### src/rtl/issue_queue.sv
// In-order instruction issue queue between the fetcher and the decoder.
// It is a circular buffer of {inst, pc} pairs, and the head entry is presented combinationally.
module issue_queue #(
    parameter int DEPTH = 16,
    parameter int PTR_W = 4
) (
    input  logic               clk_in,
    input  logic               rst_in,
    input  logic               rdy_in,
    input  logic               clear_in,
    input  logic               push_valid,
    input  logic [31:0]        push_inst,
    input  logic [31:0]        push_pc,
    output logic               queue_full,
    input  logic               if_station_idle,
    output logic               if_get_inst,
    output logic [31:0]        inst_from_pc,
    output logic [31:0]        pc_inst,
    output logic [PTR_W:0]     queue_count
);

    localparam logic [PTR_W:0]   LP_FULL_CNT = (PTR_W+1)'(DEPTH);
    localparam logic [PTR_W-1:0] LP_PTR_ONE  = PTR_W'(1);

    logic [31:0]      r_inst [DEPTH];
    logic [31:0]      r_pc   [DEPTH];

    logic [PTR_W-1:0] r_hd;
    logic [PTR_W-1:0] r_tl;
    logic [PTR_W:0]   r_cnt;

    logic [PTR_W-1:0] w_hd_next;
    logic [PTR_W-1:0] w_tl_next;
    logic [PTR_W:0]   w_cnt_next;

    logic             w_empty;
    logic             w_full;
    logic             w_push;
    logic             w_pop;
    logic [31:0]      w_head_inst;
    logic [31:0]      w_head_pc;

    assign w_empty = (r_cnt == '0);
    assign w_full  = (r_cnt == LP_FULL_CNT);

    // A full queue refuses pushes even when a pop frees a slot this same cycle.
    assign w_push = rdy_in & ~clear_in & ~rst_in & push_valid & ~w_full;
    assign w_pop  = rdy_in & ~clear_in & ~rst_in & ~w_empty & if_station_idle;

    always_comb begin
        w_hd_next  = r_hd;
        w_tl_next  = r_tl;
        w_cnt_next = r_cnt;
        if (rdy_in && clear_in) begin
            w_hd_next  = '0;
            w_tl_next  = '0;
            w_cnt_next = '0;
        end else begin
            if (w_push) begin
                w_tl_next = r_tl + LP_PTR_ONE;
            end
            if (w_pop) begin
                w_hd_next = r_hd + LP_PTR_ONE;
            end
            case ({w_push, w_pop})
                2'b10:   w_cnt_next = r_cnt + 1'b1;
                2'b01:   w_cnt_next = r_cnt - 1'b1;
                default: w_cnt_next = r_cnt;
            endcase
        end
    end

    always_ff @(posedge clk_in) begin
        if (rst_in) begin
            r_hd  <= '0;
            r_tl  <= '0;
            r_cnt <= '0;
        end else begin
            r_hd  <= w_hd_next;
            r_tl  <= w_tl_next;
            r_cnt <= w_cnt_next;
        end
    end

    // The storage array is not reset: only entries between hd and tl are ever observed.
    always_ff @(posedge clk_in) begin
        if (w_push) begin
            r_inst[r_tl] <= push_inst;
            r_pc[r_tl]   <= push_pc;
        end
    end

    assign w_head_inst = r_inst[r_hd];
    assign w_head_pc   = r_pc[r_hd];

    assign inst_from_pc = w_empty ? 32'h0 : w_head_inst;
    assign pc_inst      = w_empty ? 32'h0 : w_head_pc;
    assign if_get_inst  = w_pop;
    assign queue_full   = w_full;
    assign queue_count  = r_cnt;

endmodule

### config.mk
export PLATFORM = sky130hd
export DESIGN_NAME = issue_queue
export DESIGN_NICKNAME = d
export VERILOG_FILES = /design/src/rtl/issue_queue.sv
export SDC_FILE = /design/constraint.sdc
export NUM_CORES = 1
export LEC_CHECK = 0
export BUFFER_PORTS_ARGS = -buffer_cell sky130_fd_sc_hd__buf_4
export CAP_MARGIN = 5
export CORE_ASPECT_RATIO = 1.25
export CORE_MARGIN = 2
export CORE_UTILIZATION = 25
export CTS_CLUSTER_DIAMETER = 30
export DETAILED_ROUTE_END_ITERATION = 10
export HOLD_SLACK_MARGIN = 0.02
export PLACE_DENSITY = 0.36
export REMOVE_ABC_BUFFERS = 1
export SYNTH_ARGS = -nofsm -noshare
export SYNTH_HDL_FRONTEND = slang
export SYNTH_SLANG_ARGS = --single-unit
### constraint.sdc
create_clock -name clk_in -period 12.3 [get_ports clk_in]
set_input_delay 1.845 -clock clk_in [delete_from_list [all_inputs] [get_ports clk_in]]
set_output_delay 1.845 -clock clk_in [all_outputs]
set_load 0.005 [all_outputs]
# Word-level counts from Yosys, hierarchy flattened
# Memory sizes are Yosys's and may differ from the RTL's. A register that Yosys moved wholly into a read port is not among the register bits.
# Cells that the tools add are included.
[totals] register_bits=13 mem_bits_rw=1024 inputBits=70 out_inout_bits=71 mem_count=2
[memory_table] memory="r_inst" words=16 word_bits=32 read_ports=1 rd_clocked_by_memory_dff=1 wr=1 line_no="25" rtl="logic [31:0] r_inst [DEPTH];"
[memory_table] memory="r_pc" words=16 word_bits=32 read_ports=1 rd_clocked_by_memory_dff=1 wr=1 line_no="26" rtl="logic [31:0] r_pc [DEPTH];"
[op_classes] n_mux=9 addsub=4 reduce_logical=4 eq_ne=3 bitwise=10
[ops] cell="32-bit 2-to-1 mux" n=2
[ops] cell="4-bit 2-to-1 mux" n=4
[ops] cell="5-bit one-hot mux with 2 select lines" n=1
[ops] cell="4-bit by 1-bit adder with 4-bit output (second input constant)" n=2
[ops] cell="1-bit AND" n=6
[ops] cell="5-bit by 1-bit adder with 5-bit output (second input constant)" n=1
[ops] cell="5-bit equality test (second input constant)" n=1
[ops] cell="5-bit logical NOT" n=1
[ops] cell="5-bit by 1-bit subtractor with 5-bit output (second input constant)" n=1
[ops] cell="1-bit NOT" n=4
[ops] cell="2-bit by 1-bit equality test with 1-bit output (second input constant)" n=1
[ops] cell="2-bit equality test (second input constant)" n=1
[ops] cell="1-bit 2-to-1 mux" n=2
[ops] cell="2-bit nonzero test" n=1
[ops] cell="2-bit OR reduction" n=1
[ops] cell="1-bit logical AND" n=1

# Depth between registers and ports, before layout
# Gate-level depths: netlist of the first run.
[depth] ltp_word=7 mapped_depth=13

# Least setup slack after synthesis of the first run
# Ideal clock, no wire load.
[synth_path] kind="input -> register" from="input clear_in" to="memory r_inst[3][0], enable pin" arrival_time_ps=7161 path_buffers=1 path_slack_ps=4574 cell_stages=5 cell_sequence="nand2b_1 -> a2111oi_0 -> buf_2 -> nand2_1 -> nor3_1"
[synth_via] elab_chain_len=7
[synth_lines] item="start: declaration" line_no="10" rtl="input logic clear_in,"
[synth_lines] item="1-bit NOT" line_no="47" rtl="assign w_push = rdy_in & ~clear_in & ~rst_in & push_valid & ~w_full;"
[synth_lines] item="1-bit AND (4 in series)" line_no="47"
[synth_lines] item="1-bit 2-to-1 mux" line_no="87" rtl="if (w_push) begin"
[synth_lines] item="1-bit 2-to-1 mux (implied by the code)" line_no="88" rtl="r_inst[r_tl] <= push_inst;"
[synth_lines] item="end: declaration" line_no="25"
# No other way between the ends.

==> metrics.cfg, run 1 <==
[flow_run]
maxCapViolCount = 0

[floorplanning]
die_w_um = 361
start_util = 0.252
dieHeight_um = 450
core.rowCount = 163
core-area_mm2 = 0.158
io_pins = 141
die-area_mm2 = 0.162

[timing]
rsz0062_at_grt = no
tightest_slew_ns = 1.14
min_period_ns = 6.17
drv_slew = 0
relSlewSlack = 0.241
clock_skew_ns = 0.0515
final_hold_viol_count = 0
fin_ws_ns = 6.13
finalCritPeriodShare = 0.502
finalSetupTns_ns = 0
fmax_ghz = 0.162
setup_violations = 0

[setup_path]
cp-start-kind = flop
critPathKind = reg -> out
rr_startpoint = queue_count[2]
cp_slowest_cell = dfxtp_4
worstPathRequired_ns = 10.45
cp_common_cell = mux4_2
path_buf_inv = 2
r2r_cells = 7
cp_max_fo = 112
max_stage_delay_ns = 1.02
r2r_setup_slack_ns = 8.49
crit_arrival_ns = 4.33
crit_chain = buf_12 > mux4_2 > mux4_2 > nor2b_1 > buf_4
r2r-end = r_pc[13][27]
end_kind = output pin
crit_family = multiplexers

[drt]
wl_um = 109000
antenna_left = 0
drt_pass1_iterations = 7
avgViaCountPerCell = 4.43
drc = 0
wl_per_cell_um = 26.2
via_count = 18500
drt-initial-drc-count = 1438

[clock_network]
path_clk_slew_ns = 0.04
htreeDepth = 4
cts_tree = built
ctsResizeCount = 0
root_buffer = clkbuf_16
cts.sinks = 1041
cts-hold-fix-buffers = 0
cts_buffer_depth = 3
cts_made_buffers = 213
cts_setup_buffers = 0
worstSkewPairLatency_ns = 0.80

[global_route]
grt_pass1_vias = 21100
grt_overflow = 0
grt_max_degree = 157
grt_usage = 0.136
grt_pass1_wl_um = 156000
antenna_found_initial = 9

[yosys]
netlist_area_mm2 = 0.0398
avgSynthCellArea_um2 = 24.7
seq_area_frac_synth = 0.782
yosysUniqueCellTypes = 35
synthCells = 1613
synth_warnings = 0
synth-seq-cells = 1041

[final_layout]
drive_above_1_share = 0.408
finalNonFillerCells = 4174
syn_to_final_growth_pct = 28.2
nNetsFinal = 2002
post-route-util = 0.323

[placement]
numPortBuffers = 140
placed_cells = 3771
place.gp.congestion = 0.691
pre_cts_ws_ns = 6.75
dp_hpwl_um = 51600

[hold_path]
whs_path_depth = 2
hold_path_class = reg -> reg
hold_path_end = r_hd[3]
hp-start = r_hd[3]

[status]
status = finished, final reports clean

[pwr]
power.density_mw_per_mm2 = 195
power_w = 0.00993
ir_drop_uv = 144
leakage_nw = 15.9

## cells in the final DEF (no fill, tap or decap), types with 12 or more instances in the layout
cell type,synthesis,final
nor2_4,0,13
nor2_1,30,17
clkinv_1,0,39
clkinv_2,0,35
dfxtp_1,17,13
clkbuf_16,0,213
nor2b_1,65,65
buf_4,20,178
bufinv_16,0,40
clkinv_4,0,12
mux4_2,320,320
edfxtp_1,1024,1024
clkbuf_1,35,24
clkinvlp_4,0,15
## worst min-delay path, cell delays in order (launching register included)
cell and delay (ns):
dfxtp_1 0.30, o21ai_0 0.10, a21oi_1 0.07
## where the power goes
| part | switching [W] | leakage [nW] | internal, W | total, W |
|---|---|---|---|---|
| sequential | 0.00000141 | 9.35 | 0.00391 | 0.00391 |
| combinational | 0.0000649 | 2.91 | 0.0000316 | 0.0000965 |
| clock | 0.00192 | 3.62 | 0.00401 | 0.00593 |
| total | 0.00199 | 15.9 | 0.00795 | 0.00993 |
## per-layer routing
layer,vias to the layer above,part of all wire,global-route usage
li1,7642,-,-
met1,10200,0.43,0.175
met2,448,0.50,0.227
met5,-,0.00052,0
met4,10,0.021,0.0439
met3,171,0.046,0.0303
## worst max-delay path by stage
stage                     start                to  slack (ns)  depth (start not counted)
after floorplan            flop   inst_from_pc[0]       -1.25                          3
after global placement     flop   inst_from_pc[1]        6.75                          5
final                      flop  inst_from_pc[27]        6.13                          5
after CTS                  flop   inst_from_pc[1]        5.85                          5
after detailed placement   flop   inst_from_pc[1]        6.75                          5
after global routing       flop   inst_from_pc[1]        5.70                          5
## synthesized netlist by cell type
library cell / n / area share
a21oi_1: 5 / 0.00063
a2111oi_0: 1 / 0.00022
o221ai_1: 1 / 0.00022
mux2_1: 1 / 0.00028
nor2b_1: 65 / 0.010
buf_4: 20 / 0.0038
and3b_1: 1 / 0.00022
ha_1: 8 / 0.0025
nor3b_1: 2 / 0.00038
buf_2: 6 / 0.00076
or3_1: 2 / 0.00031
a31oi_1: 1 / 0.00016
a21o_1: 1 / 0.00019
xor2_1: 7 / 0.0015
clkbuf_1: 35 / 0.0033
nand3_1: 2 / 0.00025
nand2b_1: 3 / 0.00047
mux2i_1: 4 / 0.0010
or4_1: 1 / 0.00019
dfxtp_1: 17 / 0.0086
buf_6: 7 / 0.0020
inv_1: 7 / 0.00066
nor2_1: 30 / 0.0028
nand2_1: 8 / 0.00076
o21ai_1: 1 / 0.00013
o31ai_1: 1 / 0.00019
buf_1: 18 / 0.0017
edfxtp_1: 1024 / 0.77
o21ai_0: 4 / 0.00050
nor3_1: 5 / 0.00063
mux4_2: 320 / 0.18
nand4_1: 1 / 0.00016
nor4bb_1: 1 / 0.00025
nor4_1: 1 / 0.00016
xnor2_1: 2 / 0.00044
## layout make-up
type / instances / area (µm²)
timing repair buffer: 182 / 1420
clock inverter: 161 / 2090
multi-input combinational: 479 / 8320
clock buffer: 237 / 5420
antenna: 5 / 12.5
sequential: 1041 / 31100
inverter: 7 / 26.3
fill: 15000 / 107000
tap: 2062 / 2580
## flip-flops by register name, summed over array words and instances (netlist names), named ones only
signal,cells
queue_count,5
r_hd,4
r_inst,512
r_pc,512
r_tl,4
## through the flow
stage / hold slack, ns / instance area [µm²]
after floorplan: 0.480 / 39300
after global placement: 0.498 / 43400
after detailed placement: 0.498 / 43400
after CTS: 0.512 / 51000
after global routing: 0.569 / 51000
final: 0.524 / 51000
## logic make-up after synthesis
family | Yosys count | synth area share
flip-flops | 1041 | 0.782
multiplexers | 325 | 0.183
XOR/XNOR | 9 | 0.00198
AND/OR/NAND/NOR | 122 | 0.0168
AO/OA/AOI/OAI | 15 | 0.00223
buffers and inverters | 93 | 0.0122
adder cells (fa/ha/maj) | 8 | 0.00252
(Power assumes the default switching activity.)
==> run 2, diff against run 1 <==
- ABC_AREA: not set -> 1
- PLACE_DENSITY: 0.36 -> 0.37
- clock period: 12.3 -> 5.2 ns (I/O delays scaled with it)
==> metrics.cfg, run 2 <==
[yosys]
avgSynthCellArea_um2 = 14.2
synth-seq-cells = 1041
muxShareOfSynthArea = 0
synthXorXnorAreaFrac = 0.00108
synth_area_leaders = edfxtp_1 (76%), o21ai_0 (5.1%), nor2_1 (5.1%)
yosys.area.top_type = edfxtp_1
postSynth.asyncResetShare = 0
synth_compound_area_frac = 0.138
synth_common_cells = edfxtp_1 (1,024), nor2_1 (546), o21ai_0 (412), o221ai_1 (180), clkbuf_1 (119)
synth_fa_ha_area_frac = 0.00247
synthCells = 2857
synth-simple-area-share = 0.0615
synth_top_family_by_area = compound AO/OA/AOI/OAI gates
synth.most_common_cell = edfxtp_1
yosysUniqueCellTypes = 29
synth_warnings = 0
netlist_area_mm2 = 0.0406
synth_ff_type = edfxtp_1
seq_area_frac_synth = 0.766
synth_edf_count = 1024
yosysTopAreaCellShare = 0.758

[setup_path]
crit_chain = inv_16 > buf_4 > nor2_1 > o221ai_1 > o211ai_1 > a21oi_1 > buf_4
cp_max_fo = 251
r2r_setup_slack_ns = 2.37
cp_common_cell = buf_4
critPathKind = reg -> out
end_kind = output pin
max_stage_delay_ns = 0.62
cp_slowest_cell = inv_16
r2r-end = r_pc[1][31]
rr_startpoint = queue_count[2]
r2r_cells = 8
worstPathRequired_ns = 4.42
cp-start-kind = flop
crit_arrival_ns = 3.57

[timing]
tightest_slew_ns = 1.04
clock_skew_ns = 0.0495
drv_slew = 0
setup_violations = 0
finalCritPeriodShare = 0.836
min_period_ns = 4.35
rsz0062_at_grt = no
fin_ws_ns = 0.852
fmax_ghz = 0.230
final_hold_viol_count = 0
relSlewSlack = 0.310

[global_route]
antenna_found_initial = 10
grt_pass1_wl_um = 187000
grt_overflow = 0
grt_pass1_vias = 26900
grt_max_degree = 252
grt_usage = 0.155

[pwr]
power.density_mw_per_mm2 = 468
ir_drop_uv = 319
leakage_nw = 16.9

[placement]
place.gp.congestion = 0.713
numPortBuffers = 140
dp_hpwl_um = 62800
pre_cts_ws_ns = 1.67

[clock_network]
worstSkewPairLatency_ns = 0.83
cts_tree = built
ctsResizeCount = 0
cts_buffer_depth = 3
cts.sinks = 1041
root_buffer = clkbuf_16
htreeDepth = 4
path_clk_slew_ns = 0.05
cts_made_buffers = 229
cts-hold-fix-buffers = 0
cts_setup_buffers = 0

[final_layout]
post-route-util = 0.323
syn_to_final_growth_pct = 28.7
drive_above_1_share = 0.190
nNetsFinal = 3159
final_common_cell = edfxtp_1
layout_common_cells = edfxtp_1 (1,024), nor2_1 (529), o21ai_0 (412), clkbuf_16 (229), buf_4 (190)
nFillCells = 15900

[drt]
via_count = 26000
drc = 0
drt_pass1_iterations = 5
avgViaCountPerCell = 4.76
antenna_left = 0
wl_per_cell_um = 23.7
wl_um = 129000
drt-initial-drc-count = 1718

[floorplanning]
core.rowCount = 165
io_pins = 141
core-area_mm2 = 0.161
die_w_um = 364
start_util = 0.251
dieHeight_um = 454
die-area_mm2 = 0.166

[hold_path]
hold_path_end = r_inst[10][18]
whs_path_depth = 1
hp-start = push_inst[18]
hold_path_class = in -> reg

[flow_run]
maxCapViolCount = 0

[status]
status = finished, final reports clean

run 2: cell types whose count changed in the layout (fill, tap and decap cells not counted), moves of 16 or more:
| cell | change |
|---|---|
| o22ai_1 | +76 |
| clkinvlp_4 | +22 |
| buf_12 | +16 |
| a21oi_1 | +68 |
| nor2_1 | +512 |
| mux4_2 | -320 |
| nor2b_1 | -65 |
| clkbuf_16 | +16 |
| o21ai_0 | +408 |
| o221ai_1 | +179 |
| o21ai_1 | +106 |
| o211ai_1 | +76 |
| nand3_1 | +59 |
run 2: area by class of cell:
| type | instances | area [µm²] | share of cell area |
|---|---|---|---|
| flip-flops and latches | 1041 | 31100 | 0.596 |
| multi-input cells | 1575 | 8360 | 0.160 |
| clock buffers | 252 | 5830 | 0.112 |
| well taps | 2171 | 2720 | 0.0520 |
| clock inverters | 186 | 2230 | 0.0428 |
| repair buffers | 210 | 1830 | 0.0350 |
| inverters | 24 | 116 | 0.00223 |
| diodes | 2 | 5.00 | 0.0000959 |
run 2: worst max-delay path: cells and delay by family, from the launching register on:
| kind | cells | cell delay, ns |
|---|---|---|
| AOI/OAI and AO/OA | 3 | 0.79 |
| buffers and inverters | 3 | 1.26 |
| DFF | 1 | 0.42 |
| and+or+nand+nor | 1 | 0.08 |
run 2: cell families after synthesis:
family                     after synthesis
and+or+nand+nor                        637
AOI/OAI and AO/OA                      925
adders and majority gates                8
buffers and inverters                  241
xor gates and xnor gates                 5
DFF                                   1041
run 2: report_power, final:
group          switching, W  internal (W)
logic              0.000276      0.000115
clock network       0.00490       0.00989
registers        0.00000576       0.00925
run 2: layer usage:
| metal | vias to the layer above | share of wire | global-route usage |
|---|---|---|---|
| li1 | 11600 | - | - |
| met1 | 13400 | 0.44 | 0.199 |
| met2 | 731 | 0.49 | 0.259 |
| met3 | 249 | 0.047 | 0.0304 |
| met4 | 8 | 0.025 | 0.0530 |
| met5 | - | 0.00036 | 0 |
run 2: per-stage QoR:
stage | std cells | power [W] | cell area (µm²) | setup TNS, ns | hold slack (ns)
2_1_floorplan | 2640 | 0.00952 | 39400 | -525.83 | 0.456
3_3_place_gp | 5021 | 0.00980 | 44100 | 0 | 0.467
3_5_place_dp | 5021 | 0.00981 | 44100 | 0 | 0.482
4_1_cts | 5459 | 0.0247 | 52200 | 0 | 0.169
5_1_grt | 5460 | 0.0251 | 52200 | 0 | 0.212
6_report | 5461 | 0.0244 | 52200 | 0 | 0.233
run 2: worst max path at each step:
stage | startpoint | to | cells after the start
floorplan | flop | inst_from_pc[18] | 5
global placement | flop | pc_inst[12] | 6
detailed placement | flop | pc_inst[1] | 7
CTS | flop | pc_inst[1] | 7
global route | flop | pc_inst[1] | 7
finish | flop | inst_from_pc[16] | 7
